`src/rtl/uart_tx_fifo.sv`:
```
// UART transmitter with a byte FIFO in front of it.
// Frame format is fixed at build time; the bit period comes from baud_div at runtime.
module uart_tx_fifo #(
  parameter int DATA_BITS  = 8,
  parameter int PARITY     = 0,
  parameter int STOP_BITS  = 1,
  parameter int FIFO_DEPTH = 4,
  parameter int DIV_W      = 16
) (
  input  logic                          clk,
  input  logic                          rst_n,
  input  logic [DIV_W-1:0]              baud_div,
  input  logic                          tx_en,
  input  logic [DATA_BITS-1:0]          in_data,
  input  logic                          in_valid,
  output logic                          in_ready,
  output logic                          tx,
  output logic                          busy,
  output logic                          done,
  output logic [$clog2(FIFO_DEPTH):0]   fifo_level
);

  localparam int PTR_W = $clog2(FIFO_DEPTH);
  localparam logic [PTR_W:0] FULL = (PTR_W+1)'(FIFO_DEPTH);
  localparam logic [3:0] LAST_DATA = 4'(DATA_BITS-1);
  localparam logic [3:0] LAST_STOP = 4'(STOP_BITS-1);

  localparam logic [2:0] IDLE  = 3'd0;
  localparam logic [2:0] START = 3'd1;
  localparam logic [2:0] DATA  = 3'd2;
  localparam logic [2:0] PAR   = 3'd3;
  localparam logic [2:0] STOP  = 3'd4;

  logic [DATA_BITS-1:0] mem [FIFO_DEPTH];
  logic [PTR_W-1:0]     wr_ptr;
  logic [PTR_W-1:0]     rd_ptr;
  logic [2:0]           state;
  logic [DIV_W-1:0]     div_q;
  logic [DIV_W-1:0]     cnt;
  logic [DIV_W-1:0]     div_eff;
  logic [3:0]           idx;
  logic [DATA_BITS-1:0] shreg;
  logic [DATA_BITS-1:0] head;
  logic                 par_q;
  logic                 par_in;
  logic                 push;
  logic                 pop;
  logic                 bit_end;
  logic                 stop_end;

  assign head     = mem[rd_ptr];
  assign par_in   = (PARITY == 1) ? ~^head : ^head;
  assign in_ready = fifo_level != FULL;
  assign push     = in_valid & in_ready;
  assign bit_end  = cnt == div_q - DIV_W'(1);
  assign stop_end = (state == STOP) && bit_end && (idx == LAST_STOP);
  assign pop      = tx_en && (fifo_level != '0)
                 && ((state == IDLE) || stop_end);
  assign div_eff  = (baud_div < DIV_W'(2)) ? DIV_W'(2) : baud_div;
  assign busy     = state != IDLE;
  assign done     = stop_end;

  always_ff @(posedge clk) begin
    if (push) mem[wr_ptr] <= in_data;
  end

  always_ff @(posedge clk or negedge rst_n) begin
    if (!rst_n) begin
      wr_ptr     <= '0;
      rd_ptr     <= '0;
      fifo_level <= '0;
    end else begin
      if (push) wr_ptr <= wr_ptr + PTR_W'(1);
      if (pop)  rd_ptr <= rd_ptr + PTR_W'(1);
      case ({push, pop})
        2'b10:   fifo_level <= fifo_level + 1'b1;
        2'b01:   fifo_level <= fifo_level - 1'b1;
        default: fifo_level <= fifo_level;
      endcase
    end
  end

  // tx is loaded with the value of the bit that starts at this edge
  always_ff @(posedge clk or negedge rst_n) begin
    if (!rst_n) begin
      state <= IDLE;
      tx    <= 1'b1;
      cnt   <= '0;
      idx   <= '0;
      div_q <= DIV_W'(2);
      shreg <= '0;
      par_q <= 1'b0;
    end else if (pop) begin
      state <= START;
      tx    <= 1'b0;
      cnt   <= '0;
      idx   <= '0;
      div_q <= div_eff;
      shreg <= head;
      par_q <= par_in;
    end else if (state != IDLE) begin
      if (!bit_end) begin
        cnt <= cnt + DIV_W'(1);
      end else begin
        cnt <= '0;
        case (state)
          START: begin
            state <= DATA;
            tx    <= shreg[0];
          end
          DATA: begin
            if (idx == LAST_DATA) begin
              idx <= '0;
              if (PARITY != 0) begin
                state <= PAR;
                tx    <= par_q;
              end else begin
                state <= STOP;
                tx    <= 1'b1;
              end
            end else begin
              idx   <= idx + 4'd1;
              shreg <= shreg >> 1;
              tx    <= shreg[1];
            end
          end
          PAR: begin
            state <= STOP;
            tx    <= 1'b1;
          end
          STOP: begin
            if (idx == LAST_STOP) state <= IDLE;
            else idx <= idx + 4'd1;
          end
          default: begin
            state <= IDLE;
            tx    <= 1'b1;
          end
        endcase
      end
    end
  end

endmodule

```
`config.mk`:
```
export PLATFORM = sky130hd
export DESIGN_NAME = uart_tx_fifo
export DESIGN_NICKNAME = d
export VERILOG_FILES = /design/src/rtl/uart_tx_fifo.sv
export SDC_FILE = /design/constraint.sdc
export NUM_CORES = 1
export LEC_CHECK = 0
export CAP_MARGIN = 15
export CORE_UTILIZATION = 40
export CTS_CLUSTER_DIAMETER = 200
export CTS_CLUSTER_SIZE = 40
export DETAILED_ROUTE_END_ITERATION = 10
export HOLD_SLACK_MARGIN = 0.15
export SYNTH_ARGS = -nofsm -noshare
export SYNTH_HDL_FRONTEND = slang
export SYNTH_SLANG_ARGS = --single-unit
```
`constraint.sdc`:
```
create_clock -name clk -period 3.83 [get_ports clk]
set_input_delay 0.5745 -clock clk [delete_from_list [all_inputs] [get_ports clk]]
set_output_delay 0.5745 -clock clk [all_outputs]
set_load 0.1 [all_outputs]
```
==> qor.json, run 1 <==
{
  "outcome": "finished, final reports clean",
  "ios": 35,
  "grt_start_max_net_pins": 32,
  "nFillCells": 1011,
  "critPathKind": "register to register",
  "cts.clk_slew.worst_paths_ns": 0.10,
  "cts-root-buf": "sky130_fd_sc_hd__clkbuf_8",
  "ys_top_cells_by_area": "sky130_fd_sc_hd__dfrtp_1 30%, sky130_fd_sc_hd__edfxtp_1 21%, sky130_fd_sc_hd__mux4_2 4.0%, sky130_fd_sc_hd__xnor2_1 3.5%, sky130_fd_sc_hd__xor2_1 3.5%",
  "synth_top_cell_area_share": 0.296,
  "synth.yosys.warnings": 0,
  "post-route-cell-area_sq_um": 5240,
  "tightestPinTransition_ns": 0.980,
  "powerDensity_nw_per_um2": 410,
  "numPortBuffers": 34,
  "core_area_sq_um": 10900,
  "post_synth_inst_count": 389,
  "post_route_core_utilization": 0.482,
  "setup-tns-final_ns": 0,
  "cts_num_sinks": 87,
  "drtPass1Iterations": 4,
  "global_route.usage.total": 0.186,
  "finalHoldWorstSlack_ns": 0.204,
  "max_stage_delay_ns": 0.61,
  "min_path_type": "primary input to asynchronous set/reset pin",
  "first_global_vias": 3226,
  "drt-initial-drc-count": 192,
  "effective_utilization_at_floorplan": 0.411,
  "maxCapViolCount": 0,
  "rsz0062_at_grt": "no",
  "arrival_ns": 4.01,
  "ys_seq_elements": 87,
  "clk_latency_ns": 0.36,
  "netlist-cell-type-count": 60,
  "cts_tree": "yes",
  "remaining_drc_errors": 0,
  "final_layout_size_suffix_gt1_frac": 0.134,
  "synth.most_common_cell": "sky130_fd_sc_hd__dfrtp_1",
  "num-nets-final": 467,
  "finalWorstSetupSlack_ns": 0.107,
  "post-route-period-util": 0.972,
  "dpl_worst_slack_ns": 0.124,
  "total_standard_cell_area_after_synthesis_sq_um": 4480,
  "synth_edf_count": 32,
  "synthArstFlopShare": 0.632,
  "final-setup-viol-count": 0,
  "ys.flop_type": "sky130_fd_sc_hd__dfrtp_1",
  "total_clock_buffers_created_by_cts": 9,
  "worst_ep_required_time_ns": 4.12,
  "final_slew_violations": 0,
  "timing.critical_path.slowest_stage_cell": "sky130_fd_sc_hd__or4_4",
  "critical_path_buf_inv_count": 2,
  "mappedNetlistNets": 427,
  "finClkSkew_ns": 0.00982,
  "grt_pass1_wl_um": 16500,
  "yosysSeqAreaShare": 0.523,
  "syn_area_per_cell_sq_um": 11.5,
  "relSlewSlack": 0.344,
  "gp_routability_congestion": 0.925,
  "critical_path.most_common_cell": "sky130_fd_sc_hd__xor2_1",
  "endpoint_kind": "register",
  "startpoint_type": "register",
  "hold_bufs_inserted_after_cts": 0,
  "synth_top_area_cell": "sky130_fd_sc_hd__dfrtp_1",
  "p_leak_nw": 2.08,
  "detail-route-antenna-nets": 0,
  "detailed_place.area_sq_um": 5000,
  "postRouteWirelength_um": 9910,
  "post_drt_wl_per_cell_um": 17.3,
  "path_max_fanout": 6,
  "die_area_sq_um": 11600,
  "finalHoldViolations": 0,
  "htree_num_levels": 3,
  "detailedPlacementHpwl_um": 7140,
  "antennaDiodeCount": 0,
  "grt_remaining_overflow": 0,
  "worst_ir_drop_vdd_v": 0.000418,
  "vias": 3174,
  "path_delay_family": "simple AND/OR/NAND/NOR gates",
  "placement_rows": 38,
  "post_drt_via_cell_ratio": 5.53,
  "antenna_found_initial": 0,
  "area_delta_synth_final_pct": 17.2,
  "chip_height_um": 108,
  "timing.critical_path.cells": "or4_4 -> or4_1 -> a221o_1 -> nor3_2 -> a31oi_2 -> or2_4 -> inv_2 -> ha_1 -> inv_1 -> fa_1 -> xor2_1 -> nor2_1 -> xor2_1",
  "netlist_top_cells_count": "53 x sky130_fd_sc_hd__dfrtp_1, 32 x sky130_fd_sc_hd__edfxtp_1, 31 x sky130_fd_sc_hd__nor2_1, 19 x sky130_fd_sc_hd__nand2_1",
  "min_tclk_post_route_ns": 3.72,
  "clk_path_buf_depth": 2,
  "maxClockFrequency_mhz": 269,
  "chipWidth_um": 108
}
[sequential cells by signal, summed over array words and instances, names as in the netlist]
| register | flops |
|---|---|
| fifo_level | 3 |
| shreg | 8 |
| mem | 32 |
| rd_ptr | 2 |
| div_q | 16 |
| tx | 1 |
| idx | 4 |
| state | 3 |
| wr_ptr | 2 |
| cnt | 16 |
[cell usage in the layout, fill, tap and decap left out, types with 3 or more instances in the layout]
master	n
sky130_fd_sc_hd__ha_1	9
sky130_fd_sc_hd__o31ai_1	3
sky130_fd_sc_hd__xnor2_1	18
sky130_fd_sc_hd__inv_6	3
sky130_fd_sc_hd__nor3_1	13
sky130_fd_sc_hd__a211oi_1	3
sky130_fd_sc_hd__nand2_1	19
sky130_fd_sc_hd__a31oi_1	3
sky130_fd_sc_hd__nand3_1	13
sky130_fd_sc_hd__xor2_1	18
sky130_fd_sc_hd__nand4_1	10
sky130_fd_sc_hd__clkdlybuf4s50_1	32
sky130_fd_sc_hd__mux4_2	8
sky130_fd_sc_hd__nand2b_1	4
sky130_fd_sc_hd__mux2_1	13
sky130_fd_sc_hd__o32ai_1	7
sky130_fd_sc_hd__dfrtp_1	52
sky130_fd_sc_hd__a2bb2oi_1	7
sky130_fd_sc_hd__edfxtp_1	32
sky130_fd_sc_hd__or3_1	9
sky130_fd_sc_hd__nor4_1	6
sky130_fd_sc_hd__nor2_1	30
sky130_fd_sc_hd__buf_4	13
sky130_fd_sc_hd__and3_1	7
sky130_fd_sc_hd__inv_1	18
sky130_fd_sc_hd__o21ai_0	16
sky130_fd_sc_hd__a21oi_1	7
sky130_fd_sc_hd__clkbuf_8	9
[final cells by class]
type | count | area (sq um) | area share
multi-input cells | 265 | 2020 | 0.386
clock inverters | 7 | 66.3 | 0.0126
well taps | 140 | 175 | 0.0334
repair buffers | 47 | 443 | 0.0845
clock buffers | 9 | 124 | 0.0236
flip-flops and latches | 87 | 2340 | 0.446
inverters | 19 | 71.3 | 0.0136
[power breakdown]
group,internal [mW],switching (mW)
logic,0.128,0.288
registers,1.07,0.0414
clock network,0.252,0.373
total,1.45,0.703
[through the flow]
stage          std cells  power (mW)
2_1_floorplan        389        1.41
3_3_place_gp         558        1.55
3_5_place_dp         558        1.55
4_1_cts              574        2.18
5_1_grt              574        2.26
6_report             574        2.15
[metal layers]
metal,vias to the layer above,GRT usage,share of wire
met4,0,0.0597,0.012
met2,63,0.320,0.50
met1,1581,0.236,0.45
met5,-,0,0
li1,1517,-,-
met3,13,0.0345,0.034
[logic make-up after synthesis]
logic type                 count (synthesis)  share of synthesized area
and+or+nand+nor                          132                      0.159
DFF                                       87                      0.523
AOI/OAI and AO/OA                         64                      0.104
buffers and inverters                     37                     0.0366
xor gates and xnor gates                  36                     0.0704
muxes                                     23                     0.0780
adders and majority gates                 10                     0.0296
[path summary, 6_finish.rpt]
kind                            endpoint  cells past startpoint       from  slack [ns]
max in group asynchronous             tx                      2      rst_n        2.76
min in group clk               div_q[15]                      1  div_q[15]        0.52
max reg2reg                fifo_level[2]                     13   div_q[2]        0.11
min                              cnt[15]                      1      rst_n        0.20
max                        fifo_level[2]                     13   div_q[2]        0.11
min reg2reg                    div_q[15]                      1  div_q[15]        0.52
[timing repair]
item	CTS	global route
resized for setup	1	8
endpoints found under the setup margin	1	2
pin swaps	0	3
setup buffers	0	0
No activity file was read; power rests on OpenSTA's default activity.
==> inputs of run 2 (changes only) <==
Settings changed: PLACE_DENSITY set to 0.71.
==> qor.json, run 2 (synthesized netlist as in run 1, its figures left out) <==
{
  "grt_start_max_net_pins": 36,
  "final-setup-viol-count": 0,
  "finalHoldViolations": 0,
  "most_frequent_standard_cell_in_the_layout_excluding_fill_and_tap_cells": "sky130_fd_sc_hd__dfrtp_1",
  "cts-root-buf": "sky130_fd_sc_hd__clkbuf_8",
  "clk_latency_ns": 0.37,
  "setup-tns-final_ns": 0,
  "post_drt_via_cell_ratio": 5.61,
  "chipWidth_um": 108,
  "final_layout_size_suffix_gt1_frac": 0.128,
  "htree_num_levels": 3,
  "detailedPlacementHpwl_um": 7090,
  "grt_pass1_wl_um": 16400,
  "effective_utilization_at_floorplan": 0.411,
  "first_global_vias": 3329,
  "post-route-period-util": 0.957,
  "total_clock_buffers_created_by_cts": 9,
  "most_frequent_cells_in_the_layout": "51 x sky130_fd_sc_hd__dfrtp_1, 32 x sky130_fd_sc_hd__clkdlybuf4s50_1, 32 x sky130_fd_sc_hd__edfxtp_1, 30 x sky130_fd_sc_hd__nor2_1, 19 x sky130_fd_sc_hd__nand2_1",
  "drtPass1Iterations": 4,
  "antenna_found_initial": 0,
  "cts_num_sinks": 87,
  "vias": 3191,
  "detail-route-antenna-nets": 0,
  "critPathKind": "register to output port",
  "outcome": "finished, final reports clean",
  "rsz0062_at_grt": "yes",
  "tightestPinTransition_ns": 0.983,
  "path_max_fanout": 6,
  "cts_setup_buffers": 0,
  "detailed_place.area_sq_um": 4970,
  "arrival_ns": 3.09,
  "placement_rows": 38,
  "endpoint_kind": "output port",
  "min_path_type": "primary input to asynchronous set/reset pin",
  "chip_height_um": 108,
  "ios": 35,
  "power_mw": 2.17,
  "biggestRegsByFlops": "mem (32), cnt (16), div_q (16)",
  "maxClockFrequency_mhz": 273,
  "min_tclk_post_route_ns": 3.67,
  "remaining_drc_errors": 0,
  "cts.clk_slew.worst_paths_ns": 0.10,
  "worst_ep_required_time_ns": 3.26,
  "antennaDiodeCount": 0,
  "top_register": "mem",
  "postRouteWirelength_um": 9810,
  "num-nets-final": 462,
  "largest_register_ff_count": 32,
  "worst_ir_drop_vdd_v": 0.000485,
  "final_slew_violations": 0,
  "cts_tree": "yes",
  "clk_path_buf_depth": 2,
  "finClkSkew_ns": 0.0109,
  "powerDensity_nw_per_um2": 416,
  "startpoint_type": "register",
  "relSlewSlack": 0.343,
  "area_delta_synth_final_pct": 16.3,
  "drt-initial-drc-count": 155,
  "global_route.usage.total": 0.185,
  "grt_remaining_overflow": 0,
  "numPortBuffers": 34,
  "p_leak_nw": 2.06,
  "die_area_sq_um": 11600,
  "core_area_sq_um": 10900,
  "post-route-cell-area_sq_um": 5200,
  "post_drt_wl_per_cell_um": 17.2,
  "post_route_core_utilization": 0.478,
  "maxCapViolCount": 0,
  "gp_routability_congestion": 0.911
}
==> run 2: critical path, cell delays in order, from the launching register on <==
cell                        delay, ns
sky130_fd_sc_hd__dfrtp_2         0.46
sky130_fd_sc_hd__inv_1           0.07
sky130_fd_sc_hd__ha_2            0.21
sky130_fd_sc_hd__or3b_4          0.43
sky130_fd_sc_hd__o21ai_1         0.15
sky130_fd_sc_hd__o2111ai_1       0.16
sky130_fd_sc_hd__or3_4           0.44
sky130_fd_sc_hd__nor4_4          0.30
sky130_fd_sc_hd__nand2_1         0.17
sky130_fd_sc_hd__nor2_4          0.15
sky130_fd_sc_hd__buf_12          0.18
==> run 2: per-stage QoR <==
step	std cells	setup WS [ns]	hold slack, ns
floorplan	389	0.0177	0.279
global placement	553	0.240	0.505
detailed placement	553	0.0977	0.509
CTS	569	0.0166	0.151
global route	569	-0.0208	0.169
finish	569	0.165	0.154
==> run 2: repair_timing <==
| item | 4_1_cts | 5_1_grt |
|---|---|---|
| pin swaps | 0 | 0 |
| hold buffers | 0 | 0 |
| setup endpoints to repair | 1 | 3 |
| gates resized for setup | 1 | 11 |
| cloned | 0 | 0 |
==> run 2: worst paths after layout <==
path	from	endpoint	slack (ns)	cells past startpoint
max	div_q[0]	done	0.16	10
min	rst_n	div_q[9]	0.15	1
max reg2reg	div_q[2]	fifo_level[2]	0.18	13
min reg2reg	shreg[7]	shreg[7]	0.52	2
max in group asynchronous	rst_n	tx	2.83	2
min in group clk	shreg[7]	shreg[7]	0.52	2
==> run 2: layout make-up <==
type                       instances  area [sq um]
clock buffer                       9           124
clock inverter                     7          73.8
fill                             989          5680
inverter                          19          71.3
multi-input combinational        265          2010
sequential                        87          2340
tap                              140           175
timing repair buffer              42           405
==> run 2: layer usage <==
| metal | GRT usage | vias up | wire length [um] |
|---|---|---|---|
| li1 | - | 1522 | - |
| met1 | 0.217 | 1603 | 4300 |
| met2 | 0.336 | 59 | 5040 |
| met3 | 0.0521 | 7 | 410 |
| met4 | 0.0352 | 0 | 49 |
| met5 | 0 | - | 0 |
==> run 2: power breakdown <==
part	total, mW	internal, mW	switching (mW)
combinational	0.422	0.127	0.294
clock	0.635	0.257	0.378
sequential	1.11	1.07	0.0427
